## src/rtl/eth_pkg.sv

```systemverilog
// eth_pkg: FSM states, framing constants and the byte-wide CRC-32 step shared by eth_frame_tx.
package eth_pkg;
   typedef enum logic [2:0] {
      ST_IDLE, ST_PREAMBLE, ST_SFD, ST_PAYLOAD, ST_PAD, ST_FCS, ST_IFG, ST_DRAIN
   } eth_state_e;
   localparam logic [10:0] MIN_FRAME_LEN = 11'd60;
   localparam logic [3:0]  IFG_BYTES     = 4'd12;
   localparam logic [7:0]  ETH_PREAMBLE  = 8'h55;
   localparam logic [7:0]  ETH_SFD       = 8'hD5;
   localparam logic [31:0] CRC32_POLY    = 32'h04C11DB7;
   localparam logic [31:0] CRC32_INIT    = 32'hFFFFFFFF;
   localparam logic [31:0] CRC32_RESIDUE = 32'hDEBB20E3;

   function automatic logic [31:0] reflect32(input logic [31:0] v);
      logic [31:0] r;
      for (int i = 0; i < 32; i++) r[i] = v[31-i];
      return r;
   endfunction

   // LSB-first (reflected) CRC update for one byte, no final inversion
   function automatic logic [31:0] crc32_byte(input logic [31:0] crc, input logic [7:0] d);
      logic [31:0] c;
      c = crc ^ {24'h0, d};
      for (int i = 0; i < 8; i++) c = c[0] ? (c >> 1) ^ reflect32(CRC32_POLY) : c >> 1;
      return c;
   endfunction
endpackage

```

## src/rtl/eth_crc32.sv

```systemverilog
// eth_crc32: registered CRC-32 accumulator, one byte per enabled cycle, synchronous clear to the init value.
module eth_crc32
   import eth_pkg::*;
(
   input  logic        clk_i,
   input  logic        rst_n_i,
   input  logic        clr_i,
   input  logic        en_i,
   input  logic [7:0]  data_i,
   output logic [31:0] crc_o
);
   logic [31:0] crc_q, crc_d;

   assign crc_d = clr_i ? CRC32_INIT : en_i ? crc32_byte(crc_q, data_i) : crc_q;
   assign crc_o = crc_q;

   always_ff @(posedge clk_i or negedge rst_n_i) begin
      if (!rst_n_i) crc_q <= CRC32_INIT;
      else          crc_q <= crc_d;
   end
endmodule

```

## src/rtl/eth_frame_tx.sv

```systemverilog
// eth_frame_tx: AXI-Stream to GMII Ethernet frame transmitter with preamble/SFD and inter-frame gap.
// Define ETH_TX_FCS_EN to add minimum-length padding and CRC-32 FCS insertion.
module eth_frame_tx
   import eth_pkg::*;
(
   input  logic       clk_125mhz,
   input  logic       rst_n,
   input  logic [7:0] s_axis_tdata,
   input  logic       s_axis_tvalid,
   output logic       s_axis_tready,
   input  logic       s_axis_tlast,
   input  logic       s_axis_tuser,
   output logic [7:0] gmii_txd,
   output logic       gmii_tx_en,
   output logic       gmii_tx_er,
   output logic       tx_busy,
   output logic       frame_done,
   output logic       underflow
);
   eth_state_e  state_q;
   logic [10:0] cnt_q, cnt_inc;
   logic [3:0]  aux_q;

   assign cnt_inc       = (cnt_q == 11'h7FF) ? cnt_q : cnt_q + 11'd1;
   assign s_axis_tready = (state_q == ST_PAYLOAD) || (state_q == ST_DRAIN);
   assign tx_busy       = (state_q != ST_IDLE);

`ifdef ETH_TX_FCS_EN
   logic        bad_q;
   logic [31:0] crc;
   logic [7:0]  fcs_byte;

   assign fcs_byte = ~crc[{aux_q[1:0], 3'b000} +: 8];

   eth_crc32 u_crc (
      .clk_i   (clk_125mhz),
      .rst_n_i (rst_n),
      .clr_i   (state_q == ST_IDLE),
      .en_i    ((state_q == ST_PAYLOAD && s_axis_tvalid) || state_q == ST_PAD),
      .data_i  (state_q == ST_PAD ? 8'h00 : s_axis_tdata),
      .crc_o   (crc)
   );
`endif

   always_ff @(posedge clk_125mhz or negedge rst_n) begin
      if (!rst_n) begin
         state_q    <= ST_IDLE;
         cnt_q      <= '0;
         aux_q      <= '0;
         gmii_txd   <= '0;
         gmii_tx_en <= 1'b0;
         gmii_tx_er <= 1'b0;
         frame_done <= 1'b0;
         underflow  <= 1'b0;
`ifdef ETH_TX_FCS_EN
         bad_q      <= 1'b0;
`endif
      end else begin
         gmii_txd   <= 8'h00;
         gmii_tx_en <= 1'b0;
         gmii_tx_er <= 1'b0;
         frame_done <= 1'b0;
         underflow  <= 1'b0;
         case (state_q)
            ST_IDLE: begin
               cnt_q <= '0;
               aux_q <= '0;
               if (s_axis_tvalid) state_q <= ST_PREAMBLE;
            end
            ST_PREAMBLE: begin
               gmii_txd   <= ETH_PREAMBLE;
               gmii_tx_en <= 1'b1;
               aux_q      <= (aux_q == 4'd6) ? 4'd0 : aux_q + 4'd1;
               if (aux_q == 4'd6) state_q <= ST_SFD;
            end
            ST_SFD: begin
               gmii_txd   <= ETH_SFD;
               gmii_tx_en <= 1'b1;
               state_q    <= ST_PAYLOAD;
            end
            ST_PAYLOAD: begin
               gmii_tx_en <= 1'b1;
               if (!s_axis_tvalid) begin
                  gmii_tx_er <= 1'b1;
                  underflow  <= 1'b1;
                  state_q    <= ST_DRAIN;
               end else begin
                  gmii_txd <= s_axis_tdata;
                  cnt_q    <= cnt_inc;
                  if (s_axis_tlast) begin
`ifdef ETH_TX_FCS_EN
                     bad_q   <= s_axis_tuser;
                     state_q <= (cnt_inc < MIN_FRAME_LEN) ? ST_PAD : ST_FCS;
`else
                     gmii_tx_er <= s_axis_tuser;
                     frame_done <= 1'b1;
                     state_q    <= ST_IFG;
`endif
                  end
               end
            end
`ifdef ETH_TX_FCS_EN
            ST_PAD: begin
               gmii_tx_en <= 1'b1;
               cnt_q      <= cnt_inc;
               if (cnt_inc == MIN_FRAME_LEN) state_q <= ST_FCS;
            end
            ST_FCS: begin
               gmii_txd   <= fcs_byte;
               gmii_tx_en <= 1'b1;
               gmii_tx_er <= bad_q && (aux_q == 4'd0);
               frame_done <= (aux_q == 4'd3);
               aux_q      <= (aux_q == 4'd3) ? 4'd0 : aux_q + 4'd1;
               if (aux_q == 4'd3) state_q <= ST_IFG;
            end
`endif
            ST_IFG: begin
               // the IDLE cycle that follows completes the IFG_BYTES-long gap
               aux_q <= (aux_q == IFG_BYTES - 4'd2) ? 4'd0 : aux_q + 4'd1;
               if (aux_q == IFG_BYTES - 4'd2) state_q <= ST_IDLE;
            end
            ST_DRAIN: if (s_axis_tvalid && s_axis_tlast) state_q <= ST_IFG;
            default: state_q <= ST_IDLE;
         endcase
      end
   end
endmodule
```

## config.mk

```make
export PLATFORM = sky130hd
export DESIGN_NAME = eth_frame_tx
export DESIGN_NICKNAME = d
export VERILOG_FILES = /design/src/rtl/eth_pkg.sv /design/src/rtl/eth_crc32.sv /design/src/rtl/eth_frame_tx.sv
export SDC_FILE = /design/constraint.sdc
export NUM_CORES = 1
export LEC_CHECK = 0
export ABC_AREA = 1
export BUFFER_PORTS_ARGS = -buffer_cell sky130_fd_sc_hd__buf_2
export CAP_MARGIN = 20
export CORE_MARGIN = 4
export CORE_UTILIZATION = 45
export CTS_CLUSTER_SIZE = 25
export DETAILED_ROUTE_END_ITERATION = 10
export PLACE_DENSITY_LB_ADDON = 0.3
export SKIP_LAST_GASP = 1
export SLEW_MARGIN = 40
export SYNTH_ARGS = -nofsm -noshare
export SYNTH_HDL_FRONTEND = slang
export SYNTH_HIERARCHICAL = 1
export SYNTH_SLANG_ARGS = --single-unit
```

## constraint.sdc

```tcl
create_clock -name clk_125mhz -period 1.9 [get_ports clk_125mhz]
set_input_delay 0.475 -clock clk_125mhz [delete_from_list [all_inputs] [get_ports clk_125mhz]]
set_output_delay 0.475 -clock clk_125mhz [all_outputs]
set_load 0.005 [all_outputs]
```

==> reports/qor.csv <==
metric,value,unit
CORE AREA,1821,um2
FP Rows,15,
leakage power figure,0.5840,nW
initial antenna violation count,0,
Top delay family on crit path,flip-flops,
DRT Pass-1 Iters,4,
# diodes,0,
vias in the first global route,660,
post-place setup slack,0.5463,ns
setup violators final,0,
Gate power share,46.8,%
Reg power frac,41.0,%
Setup crit end kind,primary output,
final instance area,1082,um2
number of setup buffers added after CTS,0,
relative slew slack,73.10,%
Tcrit/Tclk final,88.00,%
WP buf/inv,2,
WP data required,1.42,ns
Ys Warns,6,
Final Hold Viols,0,
Die X,52.90,um
Worst Setup Path Type,flop to primary output,
Worst R2R Path Depth,7,
post-synthesis sequential area ratio,52.41,%
Clock power frac,12.2,%
pwr dens,1498,nW/um2
mapped cell area,907.1,um2
first-pass GRT wire length,2822,um
Ports,27,
CP startpoint kind,flop,
grt ovf,0,
Post-synth EDFFs,0,
Final Util,59.45,%
Max clock buf depth,2,
fraction of layout cells with a size suffix above 1,34.65,%
hold_ws,0.09779,ns
asr flop ratio synth,100.0,%
largest net degree at the start of global routing,20,
worst r2r dst,state_q[0]$_DFFE_PN0P_,
final worst slack,0.2280,ns
via count,743,
internal cell power,0.0009423,W
post-synth top area cell,dfrtp_1,
hpwl dp,1364,um
gr usage total,13.66,%
Synth Flop Type,dfrtp_1,
area growth from synthesis to layout,19.31,%
Die ar.,2798,um2
WL per Instance,11.34,um
CP max FO,8,
post-route ant nets,0,
"Distinct cells, synth",24,
Worst Clk Skew,0.001523,ns
Crit-path slowest cell,dfrtp_1,
RR Startpoint,aux_q[0]$_DFFE_PN0P_,
Worst EP arrival,1.20,ns
max incr delay on CP,0.53,ns
top post-synthesis cells by area,"dfrtp_1, nand2_1, nand3_1",
port buffer count,26,
max-capacitance violation count,0,
Sw Pwr,0.0006794,W
"Reg clk slew, reported paths",0.10,ns
CTS tree,done,
clock sinks,19,
vias per cell,4.888,
final slew viol count,0,
# nets final,143,
RD Place Congestion,0.8674,
synthesized flop and latch total,19,
share of the synthesized area in the top cell type,52.41,%
CTS buffer count,3,
Max IR drop VDD,0.0008080,V
fmax,598.1,MHz
Synth Net Count,114,
Clock Latency Late Sink,0.29,ns
placed inst area,1056,um2
# DRC,0,
RSZ-0062 raised after global routing,no,
First DRT Iteration DRCs,16,
worst hold path class,primary input to asynchronous set/reset pin,
status,"finished, final reports clean",
"Hold-fix buffers, CTS",0,
TNS Setup,0,ns
clock root cell,clkbuf_4,
final wirelength,1723,um
Synth Instances,99,
Starting Density,49.83,%
R2R Setup Slk,0.60,ns
H-tree depth,1,
"Avg Cell Area, Syn",9.163,um2
Sw Share,41.89,%
die height,52.90,um
Slew @ Worst Pin,0.4035,ns
crit path cell chain,inv_1 > nand3_2 > buf_2,
Final Critical Period,1.672,ns
quantity of gates resized following cts,0,
cell usage after synthesis, types with 2 or more instances:
cell / n
a21oi_1: 6
dfrtp_1: 19
ha_1: 2
inv_1: 8
inv_2: 5
nand2_1: 13
nand2_2: 3
nand2_4: 3
nand3_1: 9
nand3_2: 2
nor2_1: 12
o21ai_1: 2
o21bai_1: 2
o22ai_1: 3
power by group through the flow:
stage | registers [W] | logic (W) | clock network (W)
after floorplan | 0.000655 | 0.000561 | 0
after global placement | 0.000675 | 0.000742 | 0
after detailed placement | 0.000673 | 0.000760 | 0
after CTS | 0.000665 | 0.000767 | 0.000200
after global routing | 0.000689 | 0.000861 | 0.000220
final | 0.000665 | 0.000760 | 0.000197
per-layer routing:
| layer | part of all wire, % | vias to the layer above | global-route usage (%) |
|---|---|---|---|
| met4 | 1.3 | 0 | 5.106 |
| met3 | 7.9 | 4 | 2.535 |
| met2 | 44 | 30 | 21.90 |
| li1 | - | 378 | - |
| met5 | 0 | - | 0 |
| met1 | 47 | 331 | 18.21 |
worst max-delay path by stage:
stage                           startpoint                     end  cells after the start
floorplan                    s_axis_tvalid  state_q[0]$_DFFE_PN0P_                      7
global placement             s_axis_tvalid  state_q[1]$_DFFE_PN0P_                      7
detailed placement           s_axis_tvalid  state_q[0]$_DFFE_PN0P_                      7
CTS                 state_q[1]$_DFFE_PN0P_                 tx_busy                      3
global route        state_q[1]$_DFFE_PN0P_                 tx_busy                      3
finish              state_q[1]$_DFFE_PN0P_                 tx_busy                      3
final cells by class:
class                           instances  area (um2)
Clock buffer                            4       26.28
Fill cell                             173       738.2
Inverter                               13       48.80
Multi-Input combinational cell         65       370.4
Sequential cell                        19       475.5
Tap cell                               25       31.28
Timing Repair Buffer                   26       130.1
sequential cells by signal (all words and copies together) (netlist names):
register / count
underflow: 1
gmii_txd: 8
gmii_tx_en: 1
frame_done: 1
gmii_tx_er: 1
aux_q: 4
state_q: 3
kinds of logic after synthesis:
group | count (synthesis) | share of synthesized area (%)
xor+xnor | 2 | 1.931
fa+ha+maj | 2 | 2.758
compound gates | 15 | 9.517
buf+inv | 15 | 6.759
simple gates | 46 | 26.62
flops | 19 | 52.41
metrics by stage:
| stage | total power [W] | std cells |
|---|---|---|
| 2_1_floorplan | 0.001217 | 99 |
| 3_3_place_gp | 0.001417 | 148 |
| 3_5_place_dp | 0.001433 | 148 |
| 4_1_cts | 0.001632 | 152 |
| 5_1_grt | 0.001770 | 152 |
| 6_report | 0.001622 | 152 |
cell usage in the layout (no fill, tap or decap), types with 2 or more instances in the layout:
master and n:
o21ai_1 2, nand2_4 3, o22ai_1 3, clkbuf_4 3, a21oi_1 6, nand3_1 9
nand2_2 3, dfrtp_1 19, nor2_1 12, o21bai_1 2, nand3_2 2, buf_2 26
inv_2 5, inv_1 8, ha_1 2, nand2_1 13
Power figures use the tool's default switching activity.
